## src/rtl/fft_fp_pkg.sv

```systemverilog
// fft_fp_pkg: shared types and elaboration helpers for the fft_fp engine.
//   cplx_t    - packed complex sample (signed re/im, CPLX_W bits each)
//   state_e   - engine FSM states
//   tw_int_t  - integer-valued twiddle pair used while building the ROM
//   bitrev()  - bit-reversal of an index over a given number of bits
//   twiddle() - rounded exp(-j*2*pi*k/ns) in Q1.(tw_w-2), evaluated at elaboration
package fft_fp_pkg;

  localparam int unsigned CPLX_W = 18;

  typedef struct packed {
    logic signed [CPLX_W-1:0] re;
    logic signed [CPLX_W-1:0] im;
  } cplx_t;

  typedef enum logic [1:0] {
    IDLE,
    LOAD,
    COMPUTE,
    UNLOAD
  } state_e;

  typedef struct packed {
    int re;
    int im;
  } tw_int_t;

  function automatic int unsigned bitrev(input int unsigned k, input int unsigned bits);
    int unsigned r;
    r = 0;
    for (int unsigned i = 0; i < bits; i++) begin
      r = r | (((k >> i) & 1) << (bits - 1 - i));
    end
    return r;
  endfunction

  // Forward twiddle only; the inverse conjugates the imaginary part at run time.
  function automatic tw_int_t twiddle(input int k, input int ns, input int tw_w);
    real     theta;
    real     scale;
    tw_int_t w;
    theta = 2.0 * 3.14159265358979323846 * real'(k) / real'(ns);
    scale = real'(1 << (tw_w - 2));
    w.re  = $rtoi($floor($cos(theta) * scale + 0.5));
    w.im  = $rtoi($floor(-$sin(theta) * scale + 0.5));
    return w;
  endfunction

endpackage

```

## src/rtl/fft_fp_butterfly.sv

```systemverilog
// fft_fp_butterfly: combinational radix-2 DIT butterfly.
//   a_i, b_i          complex inputs
//   tw_re_i, tw_im_i  twiddle W, signed Q1.(TW_W-2)
//   inverse_i         1 = halve each output with round-half-up
//   a_o = a + W*b, b_o = a - W*b
// Build option: FFT_FP_SAT_EN defined -> outputs saturate to the CPLX_W signed
// range; otherwise they wrap in two's complement.
module fft_fp_butterfly
  import fft_fp_pkg::*;
#(
  parameter int unsigned TW_W = 16
) (
  input  cplx_t                   a_i,
  input  cplx_t                   b_i,
  input  logic signed [TW_W-1:0]  tw_re_i,
  input  logic signed [TW_W-1:0]  tw_im_i,
  input  logic                    inverse_i,
  output cplx_t                   a_o,
  output cplx_t                   b_o
);

  localparam int unsigned PW = CPLX_W + TW_W + 1;
  localparam int unsigned SW = CPLX_W + 4;
  localparam logic signed [PW-1:0] P_RND = PW'(1) << (TW_W - 3);
  localparam logic signed [SW-1:0] S_ONE = SW'(1);
  localparam logic signed [SW-1:0] S_MAX = SW'((1 << (CPLX_W - 1)) - 1);
  localparam logic signed [SW-1:0] S_MIN = -S_MAX - S_ONE;

  function automatic logic signed [CPLX_W-1:0] fit(input logic signed [SW-1:0] v);
`ifdef FFT_FP_SAT_EN
    if (v > S_MAX) return S_MAX[CPLX_W-1:0];
    else if (v < S_MIN) return S_MIN[CPLX_W-1:0];
    else return CPLX_W'(v);
`else
    return CPLX_W'(v);
`endif
  endfunction

  function automatic logic signed [SW-1:0] scale(input logic signed [SW-1:0] v, input logic inv);
    return inv ? ((v + S_ONE) >>> 1) : v;
  endfunction

  logic signed [PW-1:0] br_x, bi_x, wr_x, wi_x, tr_p, ti_p;
  logic signed [SW-1:0] tr, ti, ar_x, ai_x;

  always_comb begin
    br_x = PW'($signed(b_i.re));
    bi_x = PW'($signed(b_i.im));
    wr_x = PW'(tw_re_i);
    wi_x = PW'(tw_im_i);
    tr_p = br_x * wr_x - bi_x * wi_x + P_RND;
    ti_p = br_x * wi_x + bi_x * wr_x + P_RND;
    tr   = SW'(tr_p >>> (TW_W - 2));
    ti   = SW'(ti_p >>> (TW_W - 2));
    ar_x = SW'($signed(a_i.re));
    ai_x = SW'($signed(a_i.im));
    a_o.re = fit(scale(ar_x + tr, inverse_i));
    a_o.im = fit(scale(ai_x + ti, inverse_i));
    b_o.re = fit(scale(ar_x - tr, inverse_i));
    b_o.im = fit(scale(ai_x - ti, inverse_i));
  end

endmodule

```

## src/rtl/fft_fp.sv

```systemverilog
// fft_fp: iterative in-place radix-2 DIT complex FFT/IFFT, NS points.
//   clk, rst_n            clock, asynchronous active-low reset
//   start, inverse        begin a transform from IDLE; inverse sampled with start
//   in_valid/in_ready     input stream, in_re/in_im natural order 0..NS-1
//   out_valid/out_ready   output stream, out_re/out_im natural order, out_last on NS-1
//   busy                  high whenever not IDLE
// Samples are stored bit-reversed on load, then LOG2_NS stages of NS/2
// butterflies (one per cycle) run in place; results are read out in order.
// Build option: FFT_FP_SAT_EN (see fft_fp_butterfly) selects saturation.
module fft_fp
  import fft_fp_pkg::*;
#(
  parameter int unsigned LOG2_NS = 3,
  parameter int unsigned NS      = 8,
  parameter int unsigned DATA_W  = 18,
  parameter int unsigned FRAC_W  = 12,
  parameter int unsigned TW_W    = 16
) (
  input  logic                     clk,
  input  logic                     rst_n,
  input  logic                     start,
  input  logic                     inverse,
  input  logic                     in_valid,
  output logic                     in_ready,
  input  logic signed [DATA_W-1:0] in_re,
  input  logic signed [DATA_W-1:0] in_im,
  output logic                     out_valid,
  input  logic                     out_ready,
  output logic signed [DATA_W-1:0] out_re,
  output logic signed [DATA_W-1:0] out_im,
  output logic                     out_last,
  output logic                     busy
);

  if (NS != (1 << LOG2_NS)) begin : g_ns_chk
    $error("fft_fp: NS must equal 2**LOG2_NS");
  end
  if (LOG2_NS < 2 || LOG2_NS > 10) begin : g_log_chk
    $error("fft_fp: LOG2_NS must be in 2..10");
  end
  if (DATA_W != CPLX_W || FRAC_W >= DATA_W) begin : g_w_chk
    $error("fft_fp: DATA_W must match fft_fp_pkg::CPLX_W and exceed FRAC_W");
  end

  localparam int unsigned HALF  = NS / 2;
  localparam int unsigned STG_W = (LOG2_NS > 1) ? $clog2(LOG2_NS) : 1;
  localparam logic [LOG2_NS-1:0] IDX_LAST = LOG2_NS'(NS - 1);
  localparam logic [LOG2_NS-2:0] BF_LAST  = (LOG2_NS - 1)'(HALF - 1);
  localparam logic [STG_W-1:0]   STG_LAST = STG_W'(LOG2_NS - 1);

  state_e              state_q, state_d;
  logic                inv_q, inv_d;
  logic [LOG2_NS-1:0]  cnt_q, cnt_d;
  logic [LOG2_NS-2:0]  bfly_q, bfly_d;
  logic [STG_W-1:0]    stage_q, stage_d;
  cplx_t               mem_q [NS];
  cplx_t               mem_d [NS];

  logic signed [TW_W-1:0] tw_re_tab [HALF];
  logic signed [TW_W-1:0] tw_im_tab [HALF];

  for (genvar k = 0; k < HALF; k++) begin : g_tw
    localparam tw_int_t W = twiddle(k, NS, TW_W);
    assign tw_re_tab[k] = W.re[TW_W-1:0];
    assign tw_im_tab[k] = W.im[TW_W-1:0];
  end

  // Butterfly j of stage s: group = j >> s, pos = j mod 2**s,
  // a = group*2**(s+1) + pos, b = a + 2**s, twiddle k = pos * NS/2**(s+1).
  logic [LOG2_NS-1:0]     span, pos_mask, bfly_x, a_addr, b_addr, wr_addr;
  logic [LOG2_NS-2:0]     tw_idx;
  logic signed [TW_W-1:0] tw_re, tw_im;
  cplx_t                  bf_a, bf_b;

  always_comb begin
    span     = LOG2_NS'(1) << stage_q;
    pos_mask = span - LOG2_NS'(1);
    bfly_x   = LOG2_NS'(bfly_q);
    a_addr   = ((bfly_x & ~pos_mask) << 1) | (bfly_x & pos_mask);
    b_addr   = a_addr | span;
    tw_idx   = (LOG2_NS - 1)'((bfly_x & pos_mask) << (STG_LAST - stage_q));
    tw_re    = tw_re_tab[tw_idx];
    tw_im    = inv_q ? -tw_im_tab[tw_idx] : tw_im_tab[tw_idx];
    wr_addr  = LOG2_NS'(bitrev(32'(cnt_q), LOG2_NS));
  end

  fft_fp_butterfly #(
    .TW_W (TW_W)
  ) u_bfly (
    .a_i       (mem_q[a_addr]),
    .b_i       (mem_q[b_addr]),
    .tw_re_i   (tw_re),
    .tw_im_i   (tw_im),
    .inverse_i (inv_q),
    .a_o       (bf_a),
    .b_o       (bf_b)
  );

  always_comb begin
    state_d = state_q;
    inv_d   = inv_q;
    cnt_d   = cnt_q;
    bfly_d  = bfly_q;
    stage_d = stage_q;
    mem_d   = mem_q;
    unique case (state_q)
      IDLE: begin
        if (start) begin
          inv_d   = inverse;
          cnt_d   = '0;
          state_d = LOAD;
        end
      end
      LOAD: begin
        if (in_valid) begin
          mem_d[wr_addr] = '{re: in_re, im: in_im};
          if (cnt_q == IDX_LAST) begin
            cnt_d   = '0;
            bfly_d  = '0;
            stage_d = '0;
            state_d = COMPUTE;
          end else begin
            cnt_d = cnt_q + 1'b1;
          end
        end
      end
      COMPUTE: begin
        mem_d[a_addr] = bf_a;
        mem_d[b_addr] = bf_b;
        if (bfly_q == BF_LAST) begin
          bfly_d = '0;
          if (stage_q == STG_LAST) begin
            cnt_d   = '0;
            state_d = UNLOAD;
          end else begin
            stage_d = stage_q + 1'b1;
          end
        end else begin
          bfly_d = bfly_q + 1'b1;
        end
      end
      UNLOAD: begin
        if (out_ready) begin
          cnt_d = cnt_q + 1'b1;
          if (cnt_q == IDX_LAST) state_d = IDLE;
        end
      end
      default: state_d = IDLE;
    endcase
  end

  always_ff @(posedge clk or negedge rst_n) begin
    if (!rst_n) begin
      state_q <= IDLE;
      inv_q   <= 1'b0;
      cnt_q   <= '0;
      bfly_q  <= '0;
      stage_q <= '0;
    end else begin
      state_q <= state_d;
      inv_q   <= inv_d;
      cnt_q   <= cnt_d;
      bfly_q  <= bfly_d;
      stage_q <= stage_d;
    end
  end

  always_ff @(posedge clk) begin
    mem_q <= mem_d;
  end

  always_comb begin
    busy      = (state_q != IDLE);
    in_ready  = (state_q == LOAD);
    out_valid = (state_q == UNLOAD);
    out_last  = out_valid && (cnt_q == IDX_LAST);
    out_re    = out_valid ? mem_q[cnt_q].re : '0;
    out_im    = out_valid ? mem_q[cnt_q].im : '0;
  end

endmodule

```

## config.mk

```make
export PLATFORM = sky130hd
export DESIGN_NAME = fft_fp
export DESIGN_NICKNAME = d
export VERILOG_FILES = /design/src/rtl/fft_fp_pkg.sv /design/src/rtl/fft_fp_butterfly.sv /design/src/rtl/fft_fp.sv
export SDC_FILE = /design/constraint.sdc
export NUM_CORES = 2
export LEC_CHECK = 0
export CAP_MARGIN = 20
export CORE_UTILIZATION = 60
export DETAILED_ROUTE_END_ITERATION = 10
export GPL_TIMING_DRIVEN = 0
export PLACE_DENSITY = 0.77
export RECOVER_POWER = 25
export SYNTH_ARGS = -nofsm -noshare
export SYNTH_HDL_FRONTEND = slang
export SYNTH_SLANG_ARGS = --single-unit
```

## constraint.sdc

```tcl
create_clock -name clk -period 34.4 [get_ports clk]
set_clock_uncertainty 0.2 [all_clocks]
set_input_delay 6.88 -clock clk [delete_from_list [all_inputs] [get_ports clk]]
set_output_delay 6.88 -clock clk [all_outputs]
set_load 0.02 [all_outputs]
```

==> impl_results.md <==
- Via count: 55000
- CP Data Required Time: roughly 35 ns
- Yosys top cell area share: 0.366
- Max-slew violation count: 109
- DR WL/cell: 33.5 µm
- Clock Sinks: 298
- CTS buffer count: 31
- Fmax: a little over 50 MHz
- Post-synth ARST share: 0.0336
- Resize count post-CTS: 0
- Post-Synthesis Cell Area: 62100 µm²
- Largest net degree at the start of global routing: 24
- Number of synthesized flops with an enable pin: 288
- Vias per std cell: approximately 6.7
- Worst-margin pin slew: between 2 and 3 ns
- Total iterations of the first detailed-routing run: 11
- Worst Setup End Kind: flop
- Distinct cell type count after synthesis: 102
- Syn avg cell area: 9.48 µm²
- Post-layout util: 0.657
- Starting Density: 0.608
- Maximum fanout along the worst path: 11
- Failing checks: max-capacitance violations, max-slew violations
- Max Cap Viol: 9
- GPL Wtd Cong: 1.11
- Filler Cell Count: 8317
- Final Routed Wirelength: 274 mm
- Number of DRC markers in iteration 0: 8044
- Layout cell share with drive strength beyond 1: 0.0534
- Boundary Pins: around 80
- Slowest stage delay, CP: 0.89 ns
- FP Rows: 117
- Leading area contributor after synthesis: fa_1
- Final non-filler cell total: between 8000 and 9000
- GR Overflow Total: 0
- Root buffer cell: clkbuf_16
- Vias in the first global route: 55400
- Final hold slack: 0.398 ns
- Most used cell, CP: fa_1
- Worst EP arrival: just under 20 ns
- Synthesized Nets: 8150
- Width of the die: 324 µm
- Detailed-route DRC error count: 0
- Core area: 102000 µm²
- Slowest CP cell: a211oi_1
- CTS tree: done
- Top cells by count, synth: 1522 x inv_1, 1136 x fa_1, 661 x nand2_1, 420 x ha_1, 344 x o22ai_1
- Max clock buf depth: 3
- Setup TNS: 0 ns
- Net count reported at finish: 8370
- Hold Vio Cnt, Final: 0
- Sequential area share after synthesis: 0.143
- Layout area overhead: 8.15%
- Main flop type after synthesis: edfxtp_1
- Placed insts: 8075
- Cts hold-fix bufs: 0
- Largest cells by area after synthesis: fa_1 37%, edfxtp_1 14%, inv_1 9.2%
- First-pass GRT wire length: 387 mm
- HPWL Detailed: between 200 and 250 mm
- Outcome: finished with violations
- Die extent in y: around 320 µm
- Clock latency on the worst-skew pair: 0.65 ns
- CP Launch Type: flop
- Number of port buffers: 81
- Post-route ant nets: 0
- Setup Viol. Count Final: 0
- Post CTS Setup Buffer Count: 0
- Ys Warns: 0
- Worst Path Class, Setup: flop to flop
- Relative slew slack: -0.933
- Top-count cell post-synth: inv_1
- Antenna violations before repair: 25
- Die area: 105000 µm²
- Cell count after synthesis: 6552
- H-Tree Depth: 1
- Fin crit share: 0.564
- All-Layer GR Usage: 0.532
- Worst-path clk slew: 0.07 ns
- Post-route minimum period: 19.41 ns
- RSZ-0062 raised after global routing: no
- Worst hold path class: flop to flop
- Synthesis-stage register bit count: ~300
[logic make-up after synthesis]
| family | Yosys count | share of synthesized area |
|---|---|---|
| AO/OA/AOI/OAI | 1205 | 0.128 |
| AND/OR/NAND/NOR | 1382 | 0.0998 |
| XOR/XNOR | 166 | 0.0242 |
| multiplexers | 129 | 0.0423 |
| buffers and inverters | 1815 | 0.111 |
| adder cells (fa/ha/maj) | 1557 | 0.451 |
| flip-flops | 298 | 0.143 |
[worst paths after layout]
kind                                         from                      to  slack (ns)  cells after the start
hold reg to reg            state_q[1]$_DFFE_PN0P_  state_q[1]$_DFFE_PN0P_        0.40                      1
setup / recovery           stage_q[0]$_DFFE_PN0P_    mem_q[160]$_DFFE_PP_       14.99                     51
setup reg to reg           stage_q[0]$_DFFE_PN0P_    mem_q[160]$_DFFE_PP_       14.99                     51
hold / removal             state_q[1]$_DFFE_PN0P_  state_q[1]$_DFFE_PN0P_        0.40                      1
max in group asynchronous                   rst_n  stage_q[1]$_DFFE_PN0P_       27.19                      1
min in group asynchronous                   rst_n  state_q[1]$_DFFE_PN0P_        6.45                      1
[per-layer routing]
layer / wire length (µm) / share of wire / track usage
met1: 85300 / 0.31 / 0.579
met2: 115000 / 0.42 / 0.776
met3: 38200 / 0.14 / 0.225
met4: 35200 / 0.13 / 0.513
met5: 434 / 0.0016 / 0.0176
[registers in the layout (all words and copies together) (netlist names)]
| register | count |
|---|---|
| bfly_q | 2 |
| inv_q | 1 |
| state_q | 2 |
| cnt_q | 3 |
| stage_q | 2 |
| mem_q | 288 |
[critical path, delay by kind of cell, from the launching register on]
family,cells,cell delay [ns]
xor+xnor,2,1.04
fa+ha+maj,12,5.83
buf+inv,16,4.91
simple gates,11,2.75
compound gates,10,3.89
flops,1,0.52
[layout by cell type (no fill, tap or decap), drive strengths merged, types with 125 or more instances in the layout]
master	Yosys	layout
buf	85	181
clkbuf	201	245
edfxtp	288	288
fa	1136	1136
ha	420	420
inv	1526	1531
nand2	661	661
nor2	311	311
o21ai	287	287
o22ai	344	344
xnor2	125	125
[metrics by stage]
step	cell area (µm²)	setup WS [ns]
final	67100	14.99
after CTS	66800	15.86
after global placement	64600	15.95
after detailed placement	65800	15.92
after floorplan	62100	21.27
after global routing	67100	14.55
[area by class of cell]
type / count / area [µm²] / area share
multi-input combinational: 4439 / 46400 / 0.691
sequential: 298 / 8900 / 0.133
inverter: 1529 / 5740 / 0.0855
timing repair buffer: 187 / 2160 / 0.0321
tap: 1368 / 1710 / 0.0255
buffer: 286 / 1140 / 0.0171
clock buffer: 34 / 787 / 0.0117
clock inverter: 24 / 259 / 0.00386
antenna: 22 / 55.1 / 0.000820
Power is not shown: default switching activity piles up to over one toggle a cycle in this logic, so the estimate is an artifact.
